$ cat src/rtl/common_pkg.sv
// Shared bus widths, SRAM request record and timing helpers for the SRAM peripheral.
package common_pkg;

    localparam int WB_ADDR_WIDTH  = 24;
    localparam int DATA_WIDTH     = 8;
    localparam int RAM_ADDR_WIDTH = 17;

    // System clock period used to turn datasheet nanoseconds into clock counts.
    localparam int CLK_PERIOD_NS  = 20;

    // One queued SRAM access as captured from the Wishbone request.
    typedef struct packed {
        logic [RAM_ADDR_WIDTH-1:0] addr;
        logic [DATA_WIDTH-1:0]     data;
        logic                      we;
    } sram_req_t;

    // Round a datasheet time up to whole clocks.
    function automatic int ns_to_cycles(input int ns);
        return (ns + CLK_PERIOD_NS - 1) / CLK_PERIOD_NS;
    endfunction

    // True when the timing set is usable and every count fits the counter.
    function automatic bit timing_params_ok(input int rd_cycles, input int wr_cycles,
                                            input int turn_cycles, input int cnt_width);
        int max_c;
        max_c = rd_cycles;
        if (wr_cycles > max_c)   max_c = wr_cycles;
        if (turn_cycles > max_c) max_c = turn_cycles;
        return (rd_cycles >= 1) && (wr_cycles >= 1) && (turn_cycles >= 0) &&
               (cnt_width >= 1) && (cnt_width < 31) && (max_c < (1 << cnt_width));
    endfunction

endpackage

$ cat src/rtl/wb_req_buffer.sv
// One-entry request holding register: lets a new request be accepted while an access runs.
module wb_req_buffer
    import common_pkg::*;
(
    input  logic      clk,
    input  logic      srst,
    input  logic      push,
    input  logic      pop,
    input  logic      flush,
    input  sram_req_t req_i,
    output sram_req_t req_o,
    output logic      valid_o,
    output logic      stall_o
);

    sram_req_t req_q, req_d;
    logic      valid_q, valid_d;

    // Flush wins; a push on the same edge as a pop leaves the new request held.
    always_comb begin
        req_d   = req_q;
        valid_d = valid_q;
        if (flush) begin
            valid_d = 1'b0;
        end else if (push) begin
            valid_d = 1'b1;
            req_d   = req_i;
        end else if (pop) begin
            valid_d = 1'b0;
        end
    end

    // Holding register state.
    always_ff @(posedge clk) begin
        if (srst) begin
            req_q   <= '0;
            valid_q <= 1'b0;
        end else begin
            req_q   <= req_d;
            valid_q <= valid_d;
        end
    end

    assign req_o   = req_q;
    assign valid_o = valid_q;
    assign stall_o = valid_q;

endmodule

$ cat src/rtl/sram_wb_ctrl.sv
// Wishbone pipelined peripheral driving an asynchronous SRAM with parametrised timing.
module sram_wb_ctrl #(
    parameter int RAM_ADDR_WIDTH = common_pkg::RAM_ADDR_WIDTH,
    parameter int DATA_WIDTH     = common_pkg::DATA_WIDTH,
    parameter int READ_CYCLES    = 4,
    parameter int WRITE_CYCLES   = common_pkg::ns_to_cycles(45),
    parameter int TURN_CYCLES    = 1,
    parameter int CNT_WIDTH      = 4
) (
    input  logic                                 wb_clock_i,
    input  logic                                 wb_reset_i,
    input  logic [common_pkg::WB_ADDR_WIDTH-1:0] wbp_addr_i,
    input  logic [DATA_WIDTH-1:0]                wbp_data_i,
    output logic [DATA_WIDTH-1:0]                wbp_data_o,
    input  logic                                 wbp_we_i,
    input  logic                                 wbp_cycle_i,
    input  logic                                 wbp_strobe_i,
    input  logic                                 wbp_sel_i,
    output logic                                 wbp_stall_o,
    output logic                                 wbp_ack_o,
    output logic                                 ram_oe_o,
    output logic                                 ram_we_o,
    output logic [RAM_ADDR_WIDTH-1:0]            ram_addr_o,
    input  logic [DATA_WIDTH-1:0]                ram_data_i,
    output logic [DATA_WIDTH-1:0]                ram_data_o,
    output logic                                 ram_data_oe,
    output logic                                 busy_o
);

    import common_pkg::sram_req_t;
    import common_pkg::timing_params_ok;

    localparam logic [2:0] S_IDLE     = 3'd0;
    localparam logic [2:0] S_READ     = 3'd1;
    localparam logic [2:0] S_TURN     = 3'd2;
    localparam logic [2:0] S_WSETUP   = 3'd3;
    localparam logic [2:0] S_WRITE    = 3'd4;
    localparam logic [2:0] S_WRECOVER = 3'd5;

    localparam logic [CNT_WIDTH-1:0] CNT_ONE    = {{(CNT_WIDTH-1){1'b0}}, 1'b1};
    localparam logic [CNT_WIDTH-1:0] READ_LAST  = CNT_WIDTH'(READ_CYCLES - 1);
    localparam logic [CNT_WIDTH-1:0] WRITE_LAST = CNT_WIDTH'(WRITE_CYCLES - 1);
    localparam logic [CNT_WIDTH-1:0] TURN_LAST  = CNT_WIDTH'((TURN_CYCLES > 0) ? TURN_CYCLES - 1 : 0);

    // Elaboration guard: bad timing or widths that disagree with the request record.
    if (!timing_params_ok(READ_CYCLES, WRITE_CYCLES, TURN_CYCLES, CNT_WIDTH)) begin : g_bad_timing
        $error("sram_wb_ctrl: timing parameters invalid or do not fit CNT_WIDTH");
    end
    if ((RAM_ADDR_WIDTH != common_pkg::RAM_ADDR_WIDTH) ||
        (DATA_WIDTH != common_pkg::DATA_WIDTH)) begin : g_bad_width
        $error("sram_wb_ctrl: widths must match common_pkg::sram_req_t");
    end

    // Upper Wishbone address bits belong to the decoder, not the SRAM.
    if (common_pkg::WB_ADDR_WIDTH > RAM_ADDR_WIDTH) begin : g_addr_hi
        logic unused_addr_hi;
        assign unused_addr_hi = ^wbp_addr_i[common_pkg::WB_ADDR_WIDTH-1:RAM_ADDR_WIDTH];
    end

    logic [2:0]                state_q, state_d;
    logic [CNT_WIDTH-1:0]      cnt_q, cnt_d;
    logic                      oe_q, oe_d;
    logic                      we_q, we_d;
    logic                      data_oe_q, data_oe_d;
    logic [RAM_ADDR_WIDTH-1:0] addr_q, addr_d;
    logic [DATA_WIDTH-1:0]     wdata_q, wdata_d;
    logic [DATA_WIDTH-1:0]     rdata_q, rdata_d;
    logic                      ack_q, ack_d;
    logic                      abort_q, abort_d;

    logic      push, pop, buf_valid, buf_stall, buf_avail;
    sram_req_t push_req, buf_req;

    assign push          = wbp_sel_i & wbp_cycle_i & wbp_strobe_i & ~buf_stall;
    assign push_req.addr = wbp_addr_i[RAM_ADDR_WIDTH-1:0];
    assign push_req.data = wbp_data_i;
    assign push_req.we   = wbp_we_i;
    // A dropped cycle discards the queued request, so it must not launch either.
    assign buf_avail     = buf_valid & wbp_cycle_i;

    wb_req_buffer u_req_buffer (
        .clk     (wb_clock_i),
        .srst    (wb_reset_i),
        .push    (push),
        .pop     (pop),
        .flush   (~wbp_cycle_i),
        .req_i   (push_req),
        .req_o   (buf_req),
        .valid_o (buf_valid),
        .stall_o (buf_stall)
    );

    // Access engine: launches buffered requests, sequences SRAM strobes, raises ack.
    always_comb begin
        state_d   = state_q;
        cnt_d     = cnt_q;
        oe_d      = oe_q;
        we_d      = we_q;
        data_oe_d = data_oe_q;
        addr_d    = addr_q;
        wdata_d   = wdata_q;
        rdata_d   = rdata_q;
        ack_d     = 1'b0;
        abort_d   = abort_q | ~wbp_cycle_i;
        pop       = 1'b0;
        case (state_q)
            S_IDLE: begin
                abort_d = 1'b0;
                cnt_d   = '0;
                if (buf_avail) begin
                    pop    = 1'b1;
                    addr_d = buf_req.addr;
                    if (buf_req.we) begin
                        wdata_d   = buf_req.data;
                        data_oe_d = 1'b1;
                        state_d   = S_WSETUP;
                    end else begin
                        oe_d    = 1'b1;
                        state_d = S_READ;
                    end
                end
            end
            S_READ: begin
                if (cnt_q == READ_LAST) begin
                    rdata_d = ram_data_i;
                    ack_d   = ~abort_d;
                    cnt_d   = '0;
                    if (buf_avail && !buf_req.we) begin
                        // Chain the next read with OE held.
                        pop     = 1'b1;
                        addr_d  = buf_req.addr;
                        abort_d = 1'b0;
                    end else begin
                        oe_d    = 1'b0;
                        state_d = (TURN_CYCLES == 0) ? S_IDLE : S_TURN;
                    end
                end else begin
                    cnt_d = cnt_q + CNT_ONE;
                end
            end
            S_TURN: begin
                if (cnt_q == TURN_LAST) begin
                    cnt_d   = '0;
                    state_d = S_IDLE;
                end else begin
                    cnt_d = cnt_q + CNT_ONE;
                end
            end
            S_WSETUP: begin
                we_d    = 1'b1;
                cnt_d   = '0;
                state_d = S_WRITE;
            end
            S_WRITE: begin
                if (cnt_q == WRITE_LAST) begin
                    we_d    = 1'b0;
                    ack_d   = ~abort_d;
                    cnt_d   = '0;
                    state_d = S_WRECOVER;
                end else begin
                    cnt_d = cnt_q + CNT_ONE;
                end
            end
            S_WRECOVER: begin
                data_oe_d = 1'b0;
                state_d   = S_IDLE;
            end
            default: begin
                state_d   = S_IDLE;
                cnt_d     = '0;
                oe_d      = 1'b0;
                we_d      = 1'b0;
                data_oe_d = 1'b0;
            end
        endcase
    end

    // Engine registers; reset drops every strobe on the same edge.
    always_ff @(posedge wb_clock_i) begin
        if (wb_reset_i) begin
            state_q   <= S_IDLE;
            cnt_q     <= '0;
            oe_q      <= 1'b0;
            we_q      <= 1'b0;
            data_oe_q <= 1'b0;
            addr_q    <= '0;
            wdata_q   <= '0;
            rdata_q   <= '0;
            ack_q     <= 1'b0;
            abort_q   <= 1'b0;
        end else begin
            state_q   <= state_d;
            cnt_q     <= cnt_d;
            oe_q      <= oe_d;
            we_q      <= we_d;
            data_oe_q <= data_oe_d;
            addr_q    <= addr_d;
            wdata_q   <= wdata_d;
            rdata_q   <= rdata_d;
            ack_q     <= ack_d;
            abort_q   <= abort_d;
        end
    end

    // Simulation trap for an encoding outside the six defined states.
    always_ff @(posedge wb_clock_i) begin
        if (!wb_reset_i) begin
            assert (state_q <= S_WRECOVER)
                else $fatal(1, "sram_wb_ctrl: illegal state %0d", state_q);
        end
    end

    assign wbp_data_o  = rdata_q;
    assign wbp_ack_o   = ack_q;
    assign wbp_stall_o = buf_stall;
    assign ram_oe_o    = oe_q;
    assign ram_we_o    = we_q;
    assign ram_addr_o  = addr_q;
    assign ram_data_o  = wdata_q;
    assign ram_data_oe = data_oe_q;
    assign busy_o      = (state_q != S_IDLE) | buf_valid;

endmodule

$ cat config.mk
export PLATFORM = sky130hd
export DESIGN_NAME = sram_wb_ctrl
export DESIGN_NICKNAME = d
export VERILOG_FILES = /design/src/rtl/common_pkg.sv /design/src/rtl/wb_req_buffer.sv /design/src/rtl/sram_wb_ctrl.sv
export SDC_FILE = /design/constraint.sdc
export NUM_CORES = 1
export LEC_CHECK = 0
export ABC_AREA = 1
export BUFFER_PORTS_ARGS = -buffer_cell sky130_fd_sc_hd__buf_2
export CORE_UTILIZATION = 28
export DETAILED_ROUTE_END_ITERATION = 10
export SYNTH_ARGS = -nofsm -noshare
export SYNTH_HDL_FRONTEND = slang
export SYNTH_SLANG_ARGS = --single-unit
$ cat constraint.sdc
create_clock -name wb_clock_i -period 1.9 [get_ports wb_clock_i]
set_clock_uncertainty 0.1 [all_clocks]
set_input_delay 0.38 -clock wb_clock_i [delete_from_list [all_inputs] [get_ports wb_clock_i]]
set_output_delay 0.38 -clock wb_clock_i [all_outputs]
set_load 0.02 [all_outputs]
* Yosys cells after proc, flatten, opt, wreduce, memory -nomap -nowiden
Index checks and enable logic that the tools add are counted. W data, S select, Z words.
Word-level totals: register bits after elaboration 72, output and inout bits 39, word-level logic and storage cells 98
Cells by class: add/subtract/negate cells 1, eq/ne operators 15, mux-type cells 37, bitwise logic cells 12, reduce and logical (&&, ||, !) cells 19
Operators by type and width (count):
- $mux W17 | 3
- $pmux W17 S2 | 1
- $mux W1 | 16
- $pmux W4 S4 | 1
- $mux W3 | 5
- $pmux W3 S5 | 1
- $ne A2 B2 Y1 const B | 7
- $mux W4 | 3
- $reduce_or A4 Y1 | 3
- $reduce_and A5 Y1 | 2
- $eq A4 B2 Y1 const B | 2
- $pmux W1 S2 | 4
- $eq A3 B2 Y1 const B | 2
- $eq A3 B3 Y1 const B | 2
- $not A1 Y1 | 6
- $pmux W1 S3 | 2
- $reduce_and A2 Y1 | 3
- $reduce_and A3 Y1 | 2
- $add A4 B1 Y4 const B | 1
- $and A1 B1 Y1 | 4
- $logic_not A4 Y1 | 1
- $reduce_and A4 Y1 | 1
- $reduce_bool A2 Y1 | 2
- $eq A3 B1 Y1 const B | 1
- 8 further kinds | 9

* Logic depth before layout (Yosys ltp)
Gate-level depths: netlist of run 1.
depth after elaboration 7, depth in mapped cells 10, gate-level depth less buffers 9

* Cells and area by module
Synthesis of run 1 repeated with hierarchy kept, for this count alone.
Second synthesis, totals: cells, all modules 435, area total of the unflattened synthesis 3219.3 sq um
By module, submodules not included:
- sram_wb_ctrl | instances 1, cells an instance 260, area each 1975.6 sq um
- wb_req_buffer | instances 1, cells an instance 175, area each 1243.7 sq um

* Least setup slack after synthesis of run 1
No wires, ideal clock.
path type reg2reg, start point register u_req_buffer.valid_q, in the netlist u_req_buffer.stall_o, end point register addr_q[10], in the netlist ram_addr_o[10], library setup time 0.116 ns, arrival 1.332 ns, setup slack 0.352 ns, stages on the path, launching flop included 9, path buffers 1, clock period less this slack 1.548 ns, cell sequence dfxtp_1 > nand2_1 > nor2_2 > nand3_4 > nand2_4 > inv_8 > buf_12 > nor2_2 > nor2_1
On the way: cells in the longest elaborated chain, start to end 4
RTL lines:
- from (decl) | line wb_req_buffer.sv:17 | logic valid_q, valid_d;
- from (signal assigned) | line wb_req_buffer.sv:40 | valid_q <= valid_d;
- $and A1 B1 Y1 (*) | line sram_wb_ctrl.sv:79 | assign buf_avail = buf_valid & wbp_cycle_i;
- $logic_and A1 B1 Y1 | line sram_wb_ctrl.sv:128 | if (buf_avail && !buf_req.we) begin
- $ne A2 B2 Y1 (no line)
- $reduce_and A4 Y1 (no line) (*)
- to (signal assigned) | line sram_wb_ctrl.sv:197 | addr_q <= addr_d;
- to (decl) | line sram_wb_ctrl.sv:65 | logic [RAM_ADDR_WIDTH-1:0] addr_q, addr_d;
Mark *: on every way between the ends. The rest lies on a longest branch, timed or not. A chain may end at the register's enable or synchronous reset.

* Worst setup path after layout of run 1
start point register state_q[0], end point output port busy_o
On the way: cells in the longest elaborated chain, start to end 2
RTL lines:
- from (decl) | line sram_wb_ctrl.sv:60 | logic [2:0] state_q, state_d;
- from (signal assigned) | line sram_wb_ctrl.sv:192 | state_q <= state_d;
- $reduce_bool A3 Y1 | line sram_wb_ctrl.sv:221 | assign busy_o = (state_q != S_IDLE) | buf_valid;
- $or A1 B1 Y1 | line sram_wb_ctrl.sv:221
- to (decl) | line sram_wb_ctrl.sv:27 | output logic busy_o
No other way between the ends.

==> qor.yml, run 1 <==
synth:
  synth_compound_gate_area_share_pct: 13.9
  syn_nets: 421
  ys_ff_latch: 72
  synthMuxAreaShare_pct: 0
  yosys.area_share.simple_pct: 27.1
  syn_inst: 371
  synthXorXnorAreaFrac_pct: 0.913
  synth_cell_types: 31
  ys_seq_area_share_pct: 50.1
  avgSynthCellArea_um2: 7.76
  synth_warnings: 0
  synth_top_family_by_area: "simple AND/OR/NAND/NOR gates"
  syn-cell-area_mm2: 0.00288
  synth-adder-area-share_pct: 1.74
grt:
  grt_pass1_wl_um: 10900
  grt_max_degree: 36
  grt_pass1_vias: 2345
  overflow: 0
  antenna_found_initial: 1
  grtUsageTotal_pct: 13.5
sta:
  max_freq_ghz: 0.548
  slew_headroom_pct: 72.5
  slew_violations: 0
  finalCritPeriodShare_pct: 96.1
  whs_ns: 0.156
  worst_slack_ns: 0.0750
  final_hold_viol_count: 0
  worst_slew_pin_slew_ns: 0.408
  setup_viol: 0
  rsz0062_at_grt: "false"
  tns_ns: 0
  fin_crit_ns: 1.83
floorplan:
  die_height_um: 103
  start_util_pct: 29.2
  coreArea_mm2: 0.00986
  rows: 36
  num_io_pins: 85
  die_x_um: 103
  dieArea_mm2: 0.0107
final_layout:
  diodes: 0
  syn_to_final_growth_pct: 26.2
  final-seq-area_mm2: 0.00145
  utilization_pct: 36.8
  instances_no_fill: 594
  drive_gt1_share_pct: 29.5
  multiInputGateArea_mm2: 0.00126
  num-fill-cells: 1050
  fin_nets: 506
setup_path:
  crit_type: "flop to output port"
  start_kind: "flop"
  worstPathRequired_ns: 1.42
  worstPathArrival_ns: 1.35
  cp_max_fo: 4
  cp-end-kind: "output port"
place:
  gp_congestion: 0.779
  hpwl_um: 4890
  io_buffers: 77
  place_inst: 572
  dp_slack_ns: 0.242
drt:
  met1Wirelength_um: 3060
  drc: 0
  ant_nets: 0
  num_vias: 2617
  highest_layer: "met5"
  met2WireLength_um: 3480
  drt_iter0_markers: 74
  wl_um: 7040
  avgViaCountPerCell: 4.41
  firstDrtPassIters: 4
  wl_met3_um: 404
  wl_per_cell_um: 11.8
power_and_ir_drop:
  p_comb_share_pct: 14.8
  pwr-share-clk_pct: 34.2
  vdd_drop_max_v: 0.000330
  p_int_w: 0.00225
  sw_frac_of_total_pct: 29.0
  p_sw_w: 0.000918
  p_leak_nw: 1.71
  power_frac_seq_pct: 50.9
  cellPowerDensity_mw_per_mm2: 871
clock_tree:
  clk_path_buf_depth: 2
  worstSkewPairLatency_ns: 0.34
  clk_pin_slew_ns: 0.08
  cts.sinks: 72
  cts_tree: "done"
  cts_htree_levels: 3
  root_buffer: "clkbuf_8"
  numCtsBuffers: 9
run_status:
  outcome: "finished, final reports clean"
flow_run:
  maxCapViolations: 0
worst_hold_path:
  hp-class: "input port to flop"
==> power by group through the flow <==
stage,clock [W],sequential (W),combinational (W)
final,0.00108,0.00161,0.000469
after global routing,0.00119,0.00162,0.000527
after CTS,0.00113,0.00162,0.000420
after detailed placement,0,0.00166,0.000408
after global placement,0,0.00165,0.000405
after floorplan,0,0.00165,0.000290
==> critical path, stage by stage (launching register included) <==
cell and delay, ns:
dfxtp_4 0.36, nor2_4 0.13, nand2_4 0.07, or2_2 0.28, buf_4 0.16
==> per-layer routing <==
layer,GRT usage (%),vias to the layer above
met5,0,-
met4,4.88,2
met3,4.64,8
met2,24.1,55
met1,14.9,1190
li1,-,1362
==> placed cells by master (no fill, tap or decap), drive strengths merged <==
| cell | netlist | routed |
|---|---|---|
| clkinvlp | 0 | 1 |
| o21ai | 67 | 67 |
| or2 | 1 | 1 |
| buf | 8 | 91 |
| xnor2 | 1 | 1 |
| ha | 4 | 4 |
| dfxtp | 72 | 72 |
| xor2 | 2 | 2 |
| nor2 | 134 | 134 |
| clkbuf | 9 | 10 |
| o221ai | 1 | 1 |
| a21oi | 11 | 11 |
| nand2 | 27 | 27 |
| inv | 17 | 18 |
| nor3 | 1 | 1 |
| nand3 | 12 | 12 |
| nand4 | 2 | 2 |
| clkinv | 2 | 6 |
==> cells in the mapped netlist (all sizes together) <==
cell type	count	share of area, %
xor2	2	0.61
xnor2	1	0.30
ha	4	1.7
nor3	1	0.17
clkbuf	9	1.2
nand2	27	4.1
a21oi	11	1.9
buf	8	2.2
o221ai	1	0.30
nor2	134	19
nand4	2	0.43
clkinv	2	0.30
dfxtp	72	50
inv	17	2.6
or2	1	0.22
o21ai	67	12
nand3	12	3.1
==> what timing repair did <==
item | CTS | global route
setup buffers | 2 | 4
pin swaps | 1 | 2
hold buffers | 0 | 0
setup endpoints to repair | 1 | 1
resized for setup | 2 | 4
==> sequential cells by signal, summed over array words and instances, names as in the netlist, 3 cells and up <==
name                flops
wbp_data_o              8
u_req_buffer.req_o     26
cnt_q                   4
ram_data_o              8
state_q                 3
ram_addr_o             17
==> worst paths after layout <==
check                startpoint       endpoint  slack, ns  cells past startpoint
setup / recovery     state_q[0]         busy_o       0.07                      4
hold / removal    ram_data_i[2]  wbp_data_o[2]       0.16                      3
hold reg to reg     ram_data_oe    ram_data_oe       0.36                      2
setup reg to reg       cnt_q[0]       ram_oe_o       0.24                      6
==> stage by stage <==
stage               area, um^2  power, W
floorplan                 2880   0.00194
global placement          3400   0.00206
detailed placement        3400   0.00206
CTS                       3590   0.00317
global route              3630   0.00334
finish                    3630   0.00316
==> cells by family (layout without fill, tap and decap cells) <==
group,Yosys count,in the layout
buf+inv,36,126
flops,72,72
simple gates,177,177
compound gates,79,79
xor+xnor,3,3
fa+ha+maj,4,4
==> layout make-up <==
class	count	share of cell area (%)
clock buffers	10	3.51
clock inverters	6	1.21
inverters	19	2.27
multi-input cells	263	34.6
flip-flops and latches	72	39.9
well taps	133	4.58
repair buffers	91	13.9
Note: power is estimated with default switching activity, not from simulation.
==> run 2: changes to the inputs <==
--- a/config.mk
+++ b/config.mk
@@ -9,6 +9,7 @@
 export BUFFER_PORTS_ARGS = -buffer_cell sky130_fd_sc_hd__buf_2
 export CORE_UTILIZATION = 28
 export DETAILED_ROUTE_END_ITERATION = 10
+export GPL_TIMING_DRIVEN = 0
 export SYNTH_ARGS = -nofsm -noshare
 export SYNTH_HDL_FRONTEND = slang
 export SYNTH_SLANG_ARGS = --single-unit
==> run 2 against run 1 <==
Maximum frequency hardly changed. Hold slack better by 0.0026 ns. Critical path depth stayed put. Core utilization is 0.16 points higher. Flip-flop and latch count stayed put. Global-route usage is 0.051 points lower. Non-clock buffer count is 3 higher. Register-to-register slack worse by 0.05 ns. Largest cell class unchanged. Largest power group unchanged.
==> qor.yml, run 2 (same netlist as run 1, synthesis figures left out) <==
drt:
  met2WireLength_um: 3410  # -2.1%
  ant_nets: 0  # unchanged
  drc: 0  # unchanged
  wl_per_cell_um: 11.8  # -0.60%
  firstDrtPassIters: 6  # +2
  wl_um: 7030  # about the same
  highest_layer: "met4"
  wl_met3_um: 404  # unchanged
  drt_iter0_markers: 110  # +49%
  num_vias: 2610  # -0.27%
  met1Wirelength_um: 3140  # +2.5%
  avgViaCountPerCell: 4.37  # -0.77%
place:
  place_inst: 580  # +1.4%
  io_buffers: 76  # -1.3%
  gp_congestion: 0.797  # +2.3%
  placed_area_mm2: 0.00342  # +0.59%
  hpwl_um: 5250  # +7.4%
grt:
  grt_pass1_vias: 2381  # +1.5%
  grt_pass1_wl_um: 10900  # +0.19%
  grtUsageTotal_pct: 13.5  # -0.051 points
  antenna_found_initial: 0  # -1
  overflow: 0  # unchanged
  grt_max_degree: 15  # -58%
setup_path:
  cp_max_fo: 6  # +2
  reg2reg_to: "wbp_data_o[7]"
  path_cells: "nor2_4 > nand2_4 > or2_2 > buf_4"
  crit_type: "flop to output port"
  worstPathRequired_ns: 1.42  # about the same
  start_kind: "flop"
  crit_slowest_cell: "dfxtp_4"
  r2r_slack_ns: 0.19  # -0.05 ns
  worstPathArrival_ns: 1.35  # about the same
  r2r-start: "cnt_q[0]"
  reg2regPathDepth: 6  # unchanged
  cp-end-kind: "output port"
  slowest_delay_ns: 0.38  # +0.02 ns
sta:
  setup_viol: 0  # unchanged
  tns_ns: 0  # unchanged
  worst_slew_pin_slew_ns: 0.481  # +0.0727 ns
  rsz0062_at_grt: "false"
  slew_headroom_pct: 67.9  # -4.6 points
  slew_violations: 0  # unchanged
  finalCritPeriodShare_pct: 96.1  # about the same
  whs_ns: 0.158  # +0.00262 ns
  fin_crit_ns: 1.83  # +0.000395 ns
  max_freq_ghz: 0.548  # about the same
  final_hold_viol_count: 0  # unchanged
final_layout:
  diodes: 0  # unchanged
  layout_common_cells: "nor2_1 (120), buf_2 (79), dfxtp_1 (70), o21ai_0 (64), nand2_1 (24)"
  drive_gt1_share_pct: 28.0  # -1.5 points
  final_common_cell: "nor2_1"
  stdcell_area_mm2: 0.00365  # +0.45%
  instances_no_fill: 597  # +0.51%
  multiInputGateArea_mm2: 0.00126  # unchanged
  fin_nets: 509  # +0.59%
  final-seq-area_mm2: 0.00145  # about the same
  largest_register_ffs: 26  # unchanged
  num-fill-cells: 1059  # +0.86%
  syn_to_final_growth_pct: 26.8
floorplan:
  coreArea_mm2: 0.00986  # unchanged
  num_io_pins: 85  # unchanged
  die_height_um: 103  # unchanged
  rows: 36  # unchanged
  start_util_pct: 29.2  # unchanged
  die_x_um: 103  # unchanged
  dieArea_mm2: 0.0107  # unchanged
worst_hold_path:
  min_path_cells: 3  # unchanged
  hp-class: "input port to flop"
  hold_path_end: "wbp_data_o[6]"
  hp-start: "ram_data_i[6]"
clock_tree:
  cts_tree: "done"
  root_buffer: "clkbuf_8"
  cts.sinks: 72  # unchanged
  clk_pin_slew_ns: 0.08  # about the same
  clk_path_buf_depth: 2  # unchanged
  worstSkewPairLatency_ns: 0.34  # about the same
  numCtsBuffers: 9  # unchanged
  cts_htree_levels: 3  # unchanged
power_and_ir_drop:
  cellPowerDensity_mw_per_mm2: 903  # +3.7%
  p_total_w: 0.00329  # +4.1%
  vdd_drop_max_v: 0.000400  # +21%
  p_leak_nw: 1.70  # -0.16%
run_status:
  outcome: "finished, final reports clean"
flow_run:
  maxCapViolations: 0  # unchanged
[run 2: cell count changes in the layout (fill, tap and decap cells not counted), sizes merged]
cell | previous run | this run
clkinv | 6 | 5
bufinv | 0 | 1
inv | 18 | 19
clkbuf | 10 | 18
buf | 91 | 85
[run 2: through the flow]
stage	setup slack (ns)	utilization [%]
floorplan	0.352	-
global placement	0.112	34.7
detailed placement	0.0928	34.7
CTS	0.0285	36.9
global route	0.00987	37.0
finish	0.0746	37.0
[run 2: repair_timing]
item                       4_1_cts  5_1_grt
setup endpoints to repair        1        3
gates resized for setup          4        2
cloned                           0        0
hold buffers                     0        0
setup buffers                    2        1
pin swaps                        2        1
[run 2: worst max-delay path by stage]
stage | start | slack (ns) | to | depth (start not counted)
after floorplan | u_req_buffer.stall_o | 0.35 | ram_addr_o[10] | 8
after global placement | wbp_cycle_i | 0.11 | u_req_buffer.req_o[8] | 8
after detailed placement | wbp_cycle_i | 0.09 | u_req_buffer.req_o[20] | 8
after CTS | state_q[2] | 0.03 | busy_o | 5
after global routing | state_q[2] | 0.01 | busy_o | 4
final | state_q[1] | 0.07 | busy_o | 4
[run 2: per-layer routing]
metal  up-vias  global-route usage (%)
li1       1361                       -
met1      1187                    15.1
met2        56                    23.8
met3         6                    4.84
met4         0                    4.44
met5         -                       0
[run 2: power breakdown]
group          internal, W  total, W  leakage [nW]  switching [W]
Clock             0.000618   0.00123         0.100       0.000617
Combinational     0.000177  0.000449          1.02       0.000272
Sequential         0.00157   0.00161         0.585      0.0000393
Total              0.00237   0.00329          1.70       0.000928
[run 2: final cells by class]
class / instances / share of cell area, %
timing repair buffer: 79 / 11.1
tap: 133 / 4.56
buffer: 15 / 2.33
multi-input combinational: 263 / 34.4
clock buffer: 9 / 3.40
sequential: 72 / 39.7
inverter: 19 / 2.33
clock inverter: 7 / 2.13
[run 2: critical path: cells and delay by family, from the launching register on]
family	cells	cell delay, ns
and+or+nand+nor	3	0.47
buffers and inverters	1	0.16
DFF	1	0.38
